`config.mk`:
```
export PLATFORM = sky130hd
export DESIGN_NAME = reg_port_arbiter_flat
export DESIGN_NICKNAME = d
export VERILOG_FILES = /design/src/rtl/reg_port_arbiter_pkg.sv /design/src/rtl/reg_port_arbiter_if.sv /design/src/rtl/reg_port_arbiter_spi_req_capture.sv /design/src/rtl/reg_port_arbiter.sv /design/src/flat_wrapper.sv
export SDC_FILE = /design/constraint.sdc
export NUM_CORES = 1
export LEC_CHECK = 0
export ABC_AREA = 1
export CORE_MARGIN = 5
export CORE_UTILIZATION = 30
export CTS_CLUSTER_DIAMETER = 40
export DETAILED_ROUTE_END_ITERATION = 8
export HOLD_SLACK_MARGIN = 0.06
export PLACE_DENSITY = 0.63
export REMOVE_ABC_BUFFERS = 1
export SETUP_SLACK_MARGIN = 0.1
export SYNTH_ARGS = -nofsm -noshare
export SYNTH_HDL_FRONTEND = slang
export SYNTH_SLANG_ARGS = --single-unit
```
`constraint.sdc`:
```
create_clock -name spi_clk -period 3.4 [get_ports spi_clk]
set_input_delay 0.51 -clock spi_clk [delete_from_list [all_inputs] [get_ports spi_clk]]
set_output_delay 0.51 -clock spi_clk [all_outputs]
set_load 0.02 [all_outputs]
```
`src/rtl/reg_port_arbiter_pkg.sv`:
```
// Shared types for reg_port_arbiter: requester owner, FSM state, access record.
// Optional ARB_RR_EN selects round-robin arbitration in the top module.
package reg_arb_pkg;

  localparam int unsigned ARB_ADDR_W = 7;
  localparam int unsigned ARB_DATA_W = 8;
  localparam logic [ARB_ADDR_W-1:0] RO_BASE_DEF = 7'h60;

  typedef enum logic {OWN_SPI, OWN_INT} owner_e;

  typedef enum logic [1:0] {IDLE, ISSUE, WAIT_RD} state_e;

  typedef struct packed {
    logic                  we;
    logic [ARB_ADDR_W-1:0] addr;
    logic [ARB_DATA_W-1:0] wdata;
  } acc_t;

endpackage

```
`src/rtl/reg_port_arbiter_if.sv`:
```
// Request/response bundle between the SPI front end, the internal requester,
// the register file and reg_port_arbiter (slave side = arbiter).
interface reg_port_arbiter_if #(
  parameter int unsigned ADDR_W = 7,
  parameter int unsigned DATA_W = 8
);
  logic              spi_req;
  logic              spi_is_write;
  logic [ADDR_W-1:0] spi_addr;
  logic [DATA_W-1:0] spi_wdata;
  logic [DATA_W-1:0] spi_rdata;
  logic              spi_rvalid;
  logic              int_req;
  logic              int_we;
  logic [ADDR_W-1:0] int_addr;
  logic [DATA_W-1:0] int_wdata;
  logic              int_gnt;
  logic [DATA_W-1:0] int_rdata;
  logic              int_rvalid;
  logic              rf_en;
  logic              rf_we;
  logic [ADDR_W-1:0] rf_addr;
  logic [DATA_W-1:0] rf_wdata;
  logic [DATA_W-1:0] rf_rdata;
  logic              busy;
  logic              spi_overrun;
  logic              ro_viol;
  logic              flag_clr;

  modport slave (
    input  spi_req, spi_is_write, spi_addr, spi_wdata,
    input  int_req, int_we, int_addr, int_wdata,
    input  rf_rdata, flag_clr,
    output spi_rdata, spi_rvalid, int_gnt, int_rdata, int_rvalid,
    output rf_en, rf_we, rf_addr, rf_wdata, busy, spi_overrun, ro_viol
  );

  modport master (
    output spi_req, spi_is_write, spi_addr, spi_wdata,
    output int_req, int_we, int_addr, int_wdata,
    output rf_rdata, flag_clr,
    input  spi_rdata, spi_rvalid, int_gnt, int_rdata, int_rvalid,
    input  rf_en, rf_we, rf_addr, rf_wdata, busy, spi_overrun, ro_viol
  );
endinterface

```
`src/rtl/reg_port_arbiter_spi_req_capture.sv`:
```
// Single-entry pending slot for SPI accesses with sticky overrun detection.
module spi_req_capture
  import reg_arb_pkg::*;
(
  input  logic clk,
  input  logic rst,
  input  logic req,
  input  acc_t req_acc,
  input  logic take,
  input  logic flag_clr,
  output acc_t pend,
  output logic pend_v,
  output logic overrun
);

  always_ff @(posedge clk or posedge rst) begin
    if (rst) begin
      pend    <= '0;
      pend_v  <= 1'b0;
      overrun <= 1'b0;
    end else begin
      if (flag_clr) overrun <= 1'b0;
      if (req) begin
        pend   <= req_acc;
        pend_v <= 1'b1;
        if (pend_v && !take) overrun <= 1'b1;
      end else if (take) begin
        pend_v <= 1'b0;
      end
    end
  end

endmodule

```
`src/rtl/reg_port_arbiter.sv`:
```
// Two-requester arbiter for the single-port config register file (spi_clk domain).
// Define ARB_RR_EN for round-robin arbitration; default is fixed SPI priority.
module reg_port_arbiter
  import reg_arb_pkg::*;
#(
  parameter int unsigned       ADDR_W  = ARB_ADDR_W,
  parameter int unsigned       DATA_W  = ARB_DATA_W,
  parameter int unsigned       RD_LAT  = 1,
  parameter logic [ADDR_W-1:0] RO_BASE = RO_BASE_DEF
) (
  input  logic                spi_clk,
  input  logic                rst,
  reg_port_arbiter_if.slave   bus
);

  if (ADDR_W != ARB_ADDR_W || DATA_W != ARB_DATA_W) begin : g_width_chk
    $error("reg_port_arbiter: ADDR_W/DATA_W must match reg_arb_pkg acc_t");
  end
  if (RD_LAT < 1 || RD_LAT > 3) begin : g_lat_chk
    $error("reg_port_arbiter: RD_LAT must be 1..3");
  end
`ifdef ARB_RR_EN
  if (2 * (RD_LAT + 2) > 8) begin : g_rr_chk
    $error("reg_port_arbiter: round-robin SPI service bound exceeds byte period");
  end
`endif

  state_e            state;
  owner_e            owner;
  logic              issue_we;
  logic [1:0]        cnt;
  acc_t              pend, spi_acc, int_acc, sel;
  logic              pend_v, overrun;
  logic              take_spi, take_int, ro_hit;
  logic              rf_en_q, rf_we_q, spi_rvalid_q, int_rvalid_q, ro_viol_q;
  logic [ADDR_W-1:0] rf_addr_q;
  logic [DATA_W-1:0] rf_wdata_q, spi_rdata_q, int_rdata_q;
`ifdef ARB_RR_EN
  owner_e            last_owner;
`endif

  assign spi_acc = {bus.spi_is_write, bus.spi_addr, bus.spi_wdata};
  assign int_acc = {bus.int_we, bus.int_addr, bus.int_wdata};

  // The slot is released on the cycle the FSM latches it into rf_*, so a strobe
  // landing in that same cycle refills it without counting as an overrun.
  spi_req_capture u_capture (
    .clk      (spi_clk),
    .rst      (rst),
    .req      (bus.spi_req),
    .req_acc  (spi_acc),
    .take     (take_spi),
    .flag_clr (bus.flag_clr),
    .pend     (pend),
    .pend_v   (pend_v),
    .overrun  (overrun)
  );

  always_comb begin
    take_spi = 1'b0;
    take_int = 1'b0;
    if (state == IDLE) begin
`ifdef ARB_RR_EN
      if (pend_v && (!bus.int_req || last_owner == OWN_INT)) take_spi = 1'b1;
      else if (bus.int_req)                                   take_int = 1'b1;
`else
      if (pend_v)           take_spi = 1'b1;
      else if (bus.int_req) take_int = 1'b1;
`endif
    end
    sel    = take_spi ? pend : int_acc;
    ro_hit = sel.we && (sel.addr >= RO_BASE);
  end

  always_ff @(posedge spi_clk or posedge rst) begin
    if (rst) begin
      state        <= IDLE;
      owner        <= OWN_SPI;
      issue_we     <= 1'b0;
      cnt          <= '0;
      rf_en_q      <= 1'b0;
      rf_we_q      <= 1'b0;
      rf_addr_q    <= '0;
      rf_wdata_q   <= '0;
      spi_rdata_q  <= '0;
      spi_rvalid_q <= 1'b0;
      int_rdata_q  <= '0;
      int_rvalid_q <= 1'b0;
      ro_viol_q    <= 1'b0;
`ifdef ARB_RR_EN
      last_owner   <= OWN_INT;
`endif
    end else begin
      rf_en_q      <= 1'b0;
      spi_rvalid_q <= 1'b0;
      int_rvalid_q <= 1'b0;
      if (bus.flag_clr) ro_viol_q <= 1'b0;
      unique case (state)
        IDLE: begin
          if (take_spi || take_int) begin
            state      <= ISSUE;
            owner      <= take_spi ? OWN_SPI : OWN_INT;
            issue_we   <= sel.we;
            rf_en_q    <= 1'b1;
            rf_we_q    <= sel.we && !ro_hit;
            rf_addr_q  <= sel.addr;
            rf_wdata_q <= sel.wdata;
            if (ro_hit) ro_viol_q <= 1'b1;
          end
        end
        ISSUE: begin
`ifdef ARB_RR_EN
          last_owner <= owner;
`endif
          if (issue_we) begin
            state <= IDLE;
          end else begin
            state <= WAIT_RD;
            cnt   <= 2'(RD_LAT - 1);
          end
        end
        WAIT_RD: begin
          if (cnt == 2'd0) begin
            state <= IDLE;
            if (owner == OWN_SPI) begin
              spi_rdata_q  <= bus.rf_rdata;
              spi_rvalid_q <= 1'b1;
            end else begin
              int_rdata_q  <= bus.rf_rdata;
              int_rvalid_q <= 1'b1;
            end
          end else begin
            cnt <= cnt - 2'd1;
          end
        end
        default: state <= IDLE;
      endcase
    end
  end

  assign bus.rf_en       = rf_en_q;
  assign bus.rf_we       = rf_we_q;
  assign bus.rf_addr     = rf_addr_q;
  assign bus.rf_wdata    = rf_wdata_q;
  assign bus.spi_rdata   = spi_rdata_q;
  assign bus.spi_rvalid  = spi_rvalid_q;
  assign bus.int_rdata   = int_rdata_q;
  assign bus.int_rvalid  = int_rvalid_q;
  assign bus.int_gnt     = take_int;
  assign bus.busy        = (state != IDLE) || pend_v;
  assign bus.spi_overrun = overrun;
  assign bus.ro_viol     = ro_viol_q;

endmodule

```
`src/flat_wrapper.sv`:
```
// flat-port wrapper written by rule: the top's interface ports become plain ports
module reg_port_arbiter_flat import reg_arb_pkg::*;
#(
  parameter int unsigned       ADDR_W  = ARB_ADDR_W,
  parameter int unsigned       DATA_W  = ARB_DATA_W,
  parameter int unsigned       RD_LAT  = 1,
  parameter logic [ADDR_W-1:0] RO_BASE = RO_BASE_DEF
)
  (spi_clk, rst, bus_spi_req, bus_spi_is_write, bus_spi_addr, bus_spi_wdata, bus_int_req, bus_int_we, bus_int_addr, bus_int_wdata, bus_rf_rdata, bus_flag_clr, bus_spi_rdata, bus_spi_rvalid, bus_int_gnt, bus_int_rdata, bus_int_rvalid, bus_rf_en, bus_rf_we, bus_rf_addr, bus_rf_wdata, bus_busy, bus_spi_overrun, bus_ro_viol);
  reg_port_arbiter_if #(.ADDR_W(ADDR_W), .DATA_W(DATA_W)) bus_i ();
  input  logic spi_clk;
  input  logic rst;
  input wire logic [$bits(bus_i.spi_req)-1:0] bus_spi_req;
  input wire logic [$bits(bus_i.spi_is_write)-1:0] bus_spi_is_write;
  input wire logic [$bits(bus_i.spi_addr)-1:0] bus_spi_addr;
  input wire logic [$bits(bus_i.spi_wdata)-1:0] bus_spi_wdata;
  input wire logic [$bits(bus_i.int_req)-1:0] bus_int_req;
  input wire logic [$bits(bus_i.int_we)-1:0] bus_int_we;
  input wire logic [$bits(bus_i.int_addr)-1:0] bus_int_addr;
  input wire logic [$bits(bus_i.int_wdata)-1:0] bus_int_wdata;
  input wire logic [$bits(bus_i.rf_rdata)-1:0] bus_rf_rdata;
  input wire logic [$bits(bus_i.flag_clr)-1:0] bus_flag_clr;
  output wire logic [$bits(bus_i.spi_rdata)-1:0] bus_spi_rdata;
  output wire logic [$bits(bus_i.spi_rvalid)-1:0] bus_spi_rvalid;
  output wire logic [$bits(bus_i.int_gnt)-1:0] bus_int_gnt;
  output wire logic [$bits(bus_i.int_rdata)-1:0] bus_int_rdata;
  output wire logic [$bits(bus_i.int_rvalid)-1:0] bus_int_rvalid;
  output wire logic [$bits(bus_i.rf_en)-1:0] bus_rf_en;
  output wire logic [$bits(bus_i.rf_we)-1:0] bus_rf_we;
  output wire logic [$bits(bus_i.rf_addr)-1:0] bus_rf_addr;
  output wire logic [$bits(bus_i.rf_wdata)-1:0] bus_rf_wdata;
  output wire logic [$bits(bus_i.busy)-1:0] bus_busy;
  output wire logic [$bits(bus_i.spi_overrun)-1:0] bus_spi_overrun;
  output wire logic [$bits(bus_i.ro_viol)-1:0] bus_ro_viol;
  assign bus_i.spi_req = bus_spi_req;
  assign bus_i.spi_is_write = bus_spi_is_write;
  assign bus_i.spi_addr = bus_spi_addr;
  assign bus_i.spi_wdata = bus_spi_wdata;
  assign bus_i.int_req = bus_int_req;
  assign bus_i.int_we = bus_int_we;
  assign bus_i.int_addr = bus_int_addr;
  assign bus_i.int_wdata = bus_int_wdata;
  assign bus_i.rf_rdata = bus_rf_rdata;
  assign bus_i.flag_clr = bus_flag_clr;
  assign bus_spi_rdata = bus_i.spi_rdata;
  assign bus_spi_rvalid = bus_i.spi_rvalid;
  assign bus_int_gnt = bus_i.int_gnt;
  assign bus_int_rdata = bus_i.int_rdata;
  assign bus_int_rvalid = bus_i.int_rvalid;
  assign bus_rf_en = bus_i.rf_en;
  assign bus_rf_we = bus_i.rf_we;
  assign bus_rf_addr = bus_i.rf_addr;
  assign bus_rf_wdata = bus_i.rf_wdata;
  assign bus_busy = bus_i.busy;
  assign bus_spi_overrun = bus_i.spi_overrun;
  assign bus_ro_viol = bus_i.ro_viol;
  reg_port_arbiter #(.ADDR_W(ADDR_W), .DATA_W(DATA_W), .RD_LAT(RD_LAT), .RO_BASE(RO_BASE)) u_core (.spi_clk(spi_clk), .rst(rst), .bus(bus_i));
endmodule
```
* Word level (Yosys, flattened, before mapping)
Cells that the tools add are included. W data, S select, Z words.
Storage, ports and cells: register bits 60, bits of input ports 45, output and inout bits 39, logic and storage cells 75
Operators by class: $add $sub $neg 1, order comparisons 1, eq/ne operators 6, muxes and demuxes 31, bitwise gates (word level) 1, reduce and logical (&&, ||, !) cells 17
Operators with widths (number):
- $mux W1 | 23
- $mux W16 | 1
- $mux W2 | 5
- $reduce_and A3 Y1 | 3
- $ge A7 B7 Y1 const B | 1
- $ne A2 B2 Y1 const B | 3
- $pmux W2 S3 | 1
- $reduce_bool A2 Y1 | 3
- $logic_not A2 Y1 | 2
- $pmux W2 S2 | 1
- $reduce_and A2 Y1 | 2
- $logic_and A1 B1 Y1 | 3
- $eq A2 B1 Y1 const B | 1
- $eq A2 B2 Y1 const B | 1
- $logic_not A1 Y1 | 2
- $logic_or A1 B1 Y1 | 2
- $ne A2 B1 Y1 const B | 1
- $sub A2 B1 Y2 const B | 1
- $not A1 Y1 | 1

* Longest topological paths before layout
Gate-level depths: netlist of the first run.
depth in word-level cells 8, mapped depth 10

* Hierarchy
From an unflattened synthesis of the first run, not the netlist that was laid out.
Unflattened totals: cell total of the unflattened synthesis 309, area total of the unflattened synthesis 2603.7 sq um
Modules (own cells, without submodules):
- reg_port_arbiter | times used 1, cells each 231, area an instance 1883.1 sq um, sequential area each 1051.0 sq um
- spi_req_capture | times used 1, cells each 78, area an instance 720.7 sq um, sequential area each 450.4 sq um

* Least setup slack after synthesis of the first run
Ideal clock, no wire load.
kind flip-flop to output port, start reg u_core.state[0], end out bus_int_gnt, arrival 1280 ps, required time 2890 ps, slack 1610 ps, cell stages (with the launch flop) 7, cells stage by stage dfrtp_1 -> inv_1 -> ha_1 -> buf_4 -> nand2_1 -> nor2_2 -> buf_6
Between the ends: word-level cells in the longest chain between the ends 2
Ends and longest elaborated chain:
- from (decl) | line reg_port_arbiter.sv:28 | state_e state;
- from (signal assigned) | line reg_port_arbiter.sv:77 | state <= IDLE;
- from (signal assigned) | line reg_port_arbiter.sv:101 | state <= ISSUE;
- from (signal assigned) | line reg_port_arbiter.sv:116 | state <= IDLE;
- $logic_not A2 Y1 | line reg_port_arbiter.sv:62 | if (state == IDLE) begin
- $mux W1 | line reg_port_arbiter.sv:62
- to (decl) | line flat_wrapper.sv:25 | output wire logic [$bits(bus_i.int_gnt)-1:0] bus_int_gnt;
Every way passes these cells.

* Worst setup path after layout of the first run
Same ends and word-level chain as after synthesis.

==> results of run 1 <==
[routing by layer]
layer | up-vias | global-route usage (%)
li1 | 1103 | -
met1 | 1003 | 16.56
met5 | - | 0
met3 | 9 | 3.383
met2 | 71 | 20.77
met4 | 0 | 5.080
[cells in the mapped netlist]
master / n
nand2_1: 105
dfrtp_1: 60
nand3_1: 33
o21ai_0: 29
inv_1: 28
buf_6: 6
nor2_1: 6
ha_1: 5
a21oi_1: 4
buf_2: 4
buf_4: 2
nand2_2: 2
o31ai_1: 2
buf_1: 1
inv_2: 1
nand2_4: 1
nor2_2: 1
o21ai_1: 1
o22ai_1: 1
or2_1: 1
or2_2: 1
[logic make-up after synthesis]
kind of cell	after synthesis	synth area share, %
simple gates	150	24.06
flops	60	57.86
buf+inv	42	8.293
compound gates	37	7.377
fa+ha+maj	5	2.411
[worst reg2reg max path: cells and delay by family, from the launching register on]
family | cells | cell delay, ns
and+or+nand+nor | 5 | 0.69
DFF | 1 | 0.40
adders and majority gates | 1 | 0.39
buffers and inverters | 2 | 0.67
[power by group]
| part | internal (mW) | switching [mW] | total [mW] |
|---|---|---|---|
| Combinational | 0.600 | 0.779 | 1.38 |
| Clock | 0.335 | 0.275 | 0.610 |
| Sequential | 0.964 | 0.143 | 1.11 |
| Total | 1.90 | 1.20 | 3.10 |
[final cells by class]
| class | instances | area (um^2) | share of cell area (%) |
|---|---|---|---|
| Sequential cell | 60 | 1501 | 40.93 |
| Multi-Input combinational cell | 192 | 878.3 | 23.94 |
| Timing Repair Buffer | 87 | 860.8 | 23.47 |
| Tap cell | 108 | 135.1 | 3.684 |
| Clock buffer | 11 | 131.4 | 3.581 |
| Inverter | 29 | 108.9 | 2.967 |
| Clock inverter | 5 | 52.55 | 1.432 |
[worst paths after layout]
kind,to,start,depth (start not counted)
worst max register to register,u_core.bus.ro_viol,u_core.state[0],8
max in group asynchronous,u_core.bus.rf_addr[1],rst,3
worst max-delay path,bus_int_gnt,u_core.state[0],5
worst min register to register,u_core.u_capture.pend[9],u_core.u_capture.pend[9],2
min in group asynchronous,u_core.bus.spi_rdata[7],rst,2
worst min-delay path,u_core.u_capture.pend[9],u_core.u_capture.pend[9],2
[state kept, by name (all words and copies together), names as in the netlist, 2 cells and up]
register / count
u_core.u_capture.pend: 16
u_core.state: 2
u_core.bus.spi_rdata: 8
u_core.bus.rf_addr: 7
u_core.cnt: 2
u_core.bus.rf_wdata: 8
u_core.bus.int_rdata: 8
[through the flow]
stage / cell area (um^2) / setup slack, ns / utilization, % / total power, mW
finish: 3669 / 0.6988 / 42.69 / 3.096
global route: 3669 / 0.5104 / 42.69 / 3.326
CTS: 3669 / 0.6623 / 42.69 / 3.140
detailed placement: 3485 / 0.9405 / 40.55 / 2.513
global placement: 3485 / 0.9189 / 40.55 / 2.482
floorplan: 2489 / 1.396 / - / 1.853
==> flow_summary.json, run 1 <==
{
  "final_cell_mix": "nand2_1 (105), clkdlybuf4s50_1 (83), dfrtp_1 (60)",
  "hold-worst-slack_ns": 0.4731,
  "grt_pass1_vias": 2228,
  "ant_nets": 0,
  "cpMaxStageDelayCell": "clkdlybuf4s50_1",
  "dp_hpwl_um": 4716,
  "wl_per_cell_um": 13.15,
  "cts_sinks": 60,
  "met2_length_um": 3012,
  "path_clk_slew_ns": 0.07,
  "cts_setup_buffers": 0,
  "max-cap-violations": 0,
  "crit_chain": "inv_1, ha_1, nand2_1, nor2_2, clkdlybuf4s50_1",
  "setup_viol_count_final": 0,
  "nets": 429,
  "fp.dieW_um": 103.0,
  "crit_family": "buffers and inverters",
  "fmax_mhz": 370.2,
  "wl_um": 6469,
  "final_common_cell": "nand2_1",
  "htreeDepth": 3,
  "p_leak_nw": 1.799,
  "period_needed_ns": 2.701,
  "cts_tree": "built",
  "dr.pass1.iters": 4,
  "hold_class": "reg2reg",
  "worst_path_largest_cell_delay_ns": 0.65,
  "port_buffers": 83,
  "synth-seq-area-share_pct": 57.86,
  "fin_skew_ns": 0.006092,
  "num-fill-cells": 878,
  "crit_fanout": 10,
  "avgSynthCellArea_um2": 8.826,
  "yosysWarnings": 0,
  "dieArea_um2": 10610,
  "tightest_slew_ns": 0.7173,
  "drc": 0,
  "gp_congestion": 0.8124,
  "die_y_um": 103.0,
  "clk_path_buf_depth": 2,
  "cts_root_buf": "clkbuf_8",
  "syn_to_final_growth_pct": 41.37,
  "synth_top_area_share_pct": 57.86,
  "routed-wl-met3_um": 413,
  "maxSlewViolCount": 0,
  "vias": 2186,
  "grt_antenna_before_repair": 0,
  "overflow": 0,
  "grt_max_degree": 36,
  "setup_tns_ns": 0,
  "cp-end-kind": "output pin",
  "antenna_cells": 0,
  "fin_cells": 492,
  "clk_latency_ns": 0.32,
  "synth.area.top_cells": "dfrtp_1 (58%), nand2_1 (15%), nand3_1 (6.4%)",
  "netlist_instances": 294,
  "cp_num_buf_inv": 2,
  "synth_top_cell_by_area": "dfrtp_1",
  "cp-start-kind": "register",
  "layout-drive-gt1-share_pct": 6.510,
  "ys_ff_latch": 60,
  "io_pins": 84,
  "syn-cell-area_um2": 2595,
  "period_share_pct": 79.45,
  "grt_pass1_wl_um": 10670,
  "ir_drop_mv": 0.2899,
  "dp_cells": 476,
  "crit_required_ns": 2.89,
  "p_per_area_nw_per_um2": 844.1,
  "track_usage_pct": 12.90,
  "worstSetupPathType": "reg2out",
  "slew_headroom_pct": 52.11,
  "highest_layer": "met4",
  "final-hold-violation-count": 0,
  "status": "finished, final reports clean",
  "post_cts_resized": 0,
  "via_per_inst": 4.443,
  "start_util_pct": 30.20,
  "rsz0062_at_grt": "no",
  "r2r_slack_ns": 1.19,
  "hold_buffers": 0,
  "crit_arrival_ns": 2.19,
  "cts_made_buffers": 9,
  "core.rowCount": 34,
  "core_area_um2": 8593,
  "drtIter0Drc": 92,
  "wl_met1_um": 2954,
  "synth.distinct_cells": 21
}
Note: power is estimated with default switching activity, not from simulation.
==> run 2, diff against run 1 <==
- PLACE_DENSITY: 0.63 -> 0.65
- clock period: 3.4 -> 2.25 ns (I/O delays scaled with it)
==> flow_summary.json, run 2 (same netlist as run 1, synthesis figures left out) <==
{
  "largest-register": "u_core.u_capture.pend",
  "layout-drive-gt1-share_pct": 6.510,
  "htreeDepth": 3,
  "dr.pass1.iters": 4,
  "crit_arrival_ns": 1.61,
  "final-hold-violation-count": 0,
  "overflow": 0,
  "dp_hpwl_um": 4598,
  "tightest_slew_ns": 0.5485,
  "track_usage_pct": 12.65,
  "antenna_cells": 0,
  "worstSetupPathType": "reg2out",
  "wl_per_cell_um": 12.95,
  "cp-end-kind": "output pin",
  "r2r_slack_ns": 0.46,
  "cts_made_buffers": 9,
  "final_common_cell": "nand2_1",
  "fp.dieW_um": 103.0,
  "status": "finished, final reports clean",
  "grt_pass1_wl_um": 10460,
  "gp_congestion": 0.7679,
  "crit_chain": "inv_1, ha_1, nand2_1, nor2_2, dlygate4sd2_1",
  "vias": 2171,
  "worst_path_largest_cell_delay_ns": 0.40,
  "grt_pass1_vias": 2172,
  "fmax_mhz": 513.0,
  "period_needed_ns": 1.949,
  "die_y_um": 103.0,
  "setup_tns_ns": 0,
  "ir_drop_mv": 0.3817,
  "via_per_inst": 4.413,
  "path_clk_slew_ns": 0.06,
  "multiInputGateArea_um2": 878.3,
  "crit_family": "buffers and inverters",
  "core_area_um2": 8593,
  "placed_cell_area_um2": 3505,
  "p_leak_nw": 1.811,
  "largest_register_ffs": 16,
  "p_per_area_nw_per_um2": 1254,
  "hold_buffers": 0,
  "cts_root_buf": "clkbuf_8",
  "start_util_pct": 30.20,
  "fin_skew_ns": 0.005470,
  "max-cap-violations": 0,
  "cts_tree": "built",
  "crit_fanout": 3,
  "maxSlewViolCount": 0,
  "ant_nets": 0,
  "wl_um": 6369,
  "drtIter0Drc": 51,
  "hold_class": "in2async",
  "port_buffers": 83,
  "final_cell_mix": "nand2_1 (105), clkdlybuf4s50_1 (81), dfrtp_1 (60)",
  "nets": 430,
  "grt_antenna_before_repair": 0,
  "clk_latency_ns": 0.33,
  "cts_sinks": 60,
  "syn_to_final_growth_pct": 41.61,
  "core.rowCount": 34,
  "dieArea_um2": 10610,
  "slew_headroom_pct": 63.38,
  "hold-worst-slack_ns": 0.3822,
  "fin_area_um2": 3675,
  "grt_max_degree": 37,
  "p_total_mw": 4.607,
  "regArea_um2": 1501,
  "rsz0062_at_grt": "no",
  "io_pins": 84,
  "cpMaxStageDelayCell": "dfrtp_1",
  "clk_path_buf_depth": 2,
  "crit_required_ns": 1.91,
  "cp_num_buf_inv": 2,
  "period_share_pct": 86.63,
  "cp-start-kind": "register",
  "num-fill-cells": 887,
  "setup_viol_count_final": 0,
  "drc": 0
}
## run 2: repair_timing
action                                  in CTS  in global routing
resized for setup                            1                  1
endpoints found under the setup margin       1                  1
setup buffers                                0                  0
## run 2: per-layer routing
layer  routed length [um]  vias up  part of all wire [%]  GRT usage (%)
met5                    0        -                     0              0
met4                   67        0                   1.1          4.482
met3                  431        9                   6.8          3.518
met1                 2888      999                    45          16.15
met2                 2981       65                    47          20.57
li1                     -     1098                     -              -
## run 2: final timing paths
check	endpoint	depth (start not counted)	startpoint
max	bus_int_gnt	5	u_core.state[1]
min	u_core.bus.spi_rdata[2]	2	rst
max reg2reg	u_core.bus.rf_addr[4]	8	u_core.state[1]
min reg2reg	u_core.u_capture.pend[3]	2	u_core.u_capture.pend[3]
max in group asynchronous	u_core.bus.rf_wdata[2]	3	rst
min in group spi_clk	u_core.u_capture.pend[3]	2	u_core.u_capture.pend[3]
## run 2: worst register-to-register path, stage by stage (launching register included)
cell     delay, ns
dfrtp_1       0.38
inv_1         0.09
ha_1          0.20
buf_4         0.17
nand2_4       0.22
inv_1         0.10
buf_4         0.21
o21ai_0       0.21
nand3_1       0.09
## run 2: metrics by stage
| stage | worst slack (ns) | util (%) | cells |
|---|---|---|---|
| final | 0.3008 | 42.76 | 492 |
| after global routing | 0.1421 | 42.76 | 492 |
| after CTS | 0.1669 | 42.73 | 492 |
| after detailed placement | 0.1221 | 40.78 | 477 |
| after global placement | 0.1350 | 40.78 | 477 |
| after floorplan | 0.4181 | - | 281 |
## run 2: area by class of cell
class | instances | share of cell area, %
sequential | 60 | 40.86
multi-input combinational | 192 | 23.90
clock inverter | 2 | 0.2724
tap | 108 | 3.677
clock buffer | 13 | 4.324
inverter | 29 | 2.962
timing repair buffer | 88 | 24.00
## run 2: report_power, final
part           switching [mW]  internal, mW
Combinational            1.18         0.925
Sequential              0.214          1.46
Clock                   0.379         0.451
==> variant (flow settings as in run 2) <==
`ARB_ADDR_W`: 7 -> 8.
--- a/src/rtl/reg_port_arbiter_pkg.sv
+++ b/src/rtl/reg_port_arbiter_pkg.sv
@@ -4,3 +4,3 @@
 
-  localparam int unsigned ARB_ADDR_W = 7;
+  localparam int unsigned ARB_ADDR_W = 8;
   localparam int unsigned ARB_DATA_W = 8;
Interface: changed (resized bus_int_addr, bus_rf_addr and bus_spi_addr); port bits go from 84 to 87. The function was not compared with the original's and may differ.
==> variant against run 2 <==
- setup slack got worse by 0.021 ns
- synthesized area fell by 0.14%
- sequential power rose by 2%
- worst hold slack got worse by 0.038 ns
- total power rose by 0.66%
- design area rose by 1.9%
- non-clock buffer count rose by 3
- routed wire length rose by 0.69%
- count of clock-buffer cells in the layout fell by 1
- critical path depth did not move
- sequential cell count rose by 2
- critical path type unchanged
==> variant: results (changes against run 2) <==
* Final cell count without fillers at 497 (was 492)
* Metal2 WL at 3043 um (was 2981 um)
* Sequential share of the synthesized area at 0.5987 (was 0.5786)
* Power Density at 1238 mW/mm^2 (was 1254 mW/mm^2)
* Synth warn at 0 (unchanged)
* Clk_skew at 0.007711 ns (was 0.005470 ns)
* First-pass GRT wire length at 10650 um (was 10460 um)
* Drt via density at 4.398 (was 4.413)
* Synth cell types at 21 (unchanged)
* Hold slack at 0.3440 ns (was 0.3822 ns)
* Post-Syn Instances at 292 (was 294)
* Area after DPL at 0.003581 mm^2 (was 0.003505 mm^2)
* Share of cells above drive strength 1 at 0.06684 (was 0.06510)
* Gr usage total at 0.1297 (was 0.1265)
* Worst reg2reg setup slack at 0.42 ns (was 0.46 ns)
* Routing usage on met3 at 0.05210 (was 0.03518)
* Placed insts at 481 (was 477)
* WL/cell at 12.90 um (was 12.95 um)
* Pre-CTS setup slack at 0.1805 ns (was 0.1221 ns)
* Largest register FFs at 17 (was 16)
* Peak supply drop at 0.4960 mV (was 0.3817 mV)
* Maximum clock rate at 0.5077 GHz (was 0.5130 GHz)
* Grt met1 use at 0.1636 (was 0.1615)
* GR met2 Demand/Resource at 0.2067 (was 0.2057)
* Synth top cells by count: nand2_1, dfrtp_1, o21ai_0, inv_1, nand3_1 (was nand2_1, dfrtp_1, nand3_1, o21ai_0, inv_1)
* 1st-iter DRT viols at 88 (was 51)
* Adder-Cell Fraction of Synth Area at 0.02414 (was 0.02411)
* Run status: complete, no violations (unchanged)
* Clk. pwr at 0.000835 W (was 0.000830 W)
* Max H-tree Level at 3 (unchanged)
* WL met1 at 2831 um (was 2888 um)
* Largest net degree at the start of global routing at 23 (was 37)
* Main area contributors after synthesis: dfrtp_1, nand2_1, o21ai_0 (was dfrtp_1, nand2_1, nand3_1)
* Met3 wire len at 516 um (was 431 um)
* Compound-gate portion of the synthesized area at 0.09754 (was 0.07377)
* Leak Pwr at 1.820 nW (was 1.811 nW)
* Sequential Power Share at 0.368 (was 0.363)
* Cell Int Power at 0.002833 W (about the same)
* Final Net Count at 436 (was 430)
* Reg2reg path depth at 9 (was 8)
* Worst setup path endpoint: bus_int_gnt (unchanged)
* Detailed Place HPWL at 4741 um (was 4598 um)
* Worst reg2reg path endpoint: u_core.bus.rf_we$_DFFE_PP0P_ (was u_core.bus.rf_addr[4]$_DFFE_PP0P_)
* Post-CTS Setup Repair Bufs at 0 (unchanged)
* Gpl congestion at 0.7710 (was 0.7679)
* Vias in the first global route at 2259 (was 2172)
* Max_slew headroom at 0.6407 (was 0.6338)
* CP Data Arrival Time at 1.63 ns (was 1.61 ns)
* Post-CTS resize count at 2 (was 1)
[variant: cell count changes after synthesis, sizes merged, moves of 4 or more]
cell | before | now
nand3 | 33 | 12
clkbuf | 0 | 4
o21ai | 30 | 37
inv | 29 | 33
buf | 13 | 6
o211ai | 0 | 4
nand2 | 108 | 113
[variant: final cells by class]
| class | count | area (um^2) | share of cell area |
|---|---|---|---|
| clock buffer | 12 | 145.1 | 0.03874 |
| clock inverter | 4 | 22.52 | 0.006012 |
| inverter | 33 | 123.9 | 0.03307 |
| multi-input combinational | 187 | 847.1 | 0.2261 |
| sequential | 62 | 1551 | 0.4142 |
| tap | 108 | 135.1 | 0.03607 |
| timing repair buffer | 91 | 920.9 | 0.2458 |
[variant: critical path: cells and delay by family (launching register included)]
kind	cells	cell delay, ns
adders and majority gates	1	0.18
buffers and inverters	3	0.55
DFF	1	0.40
and+or+nand+nor	1	0.17
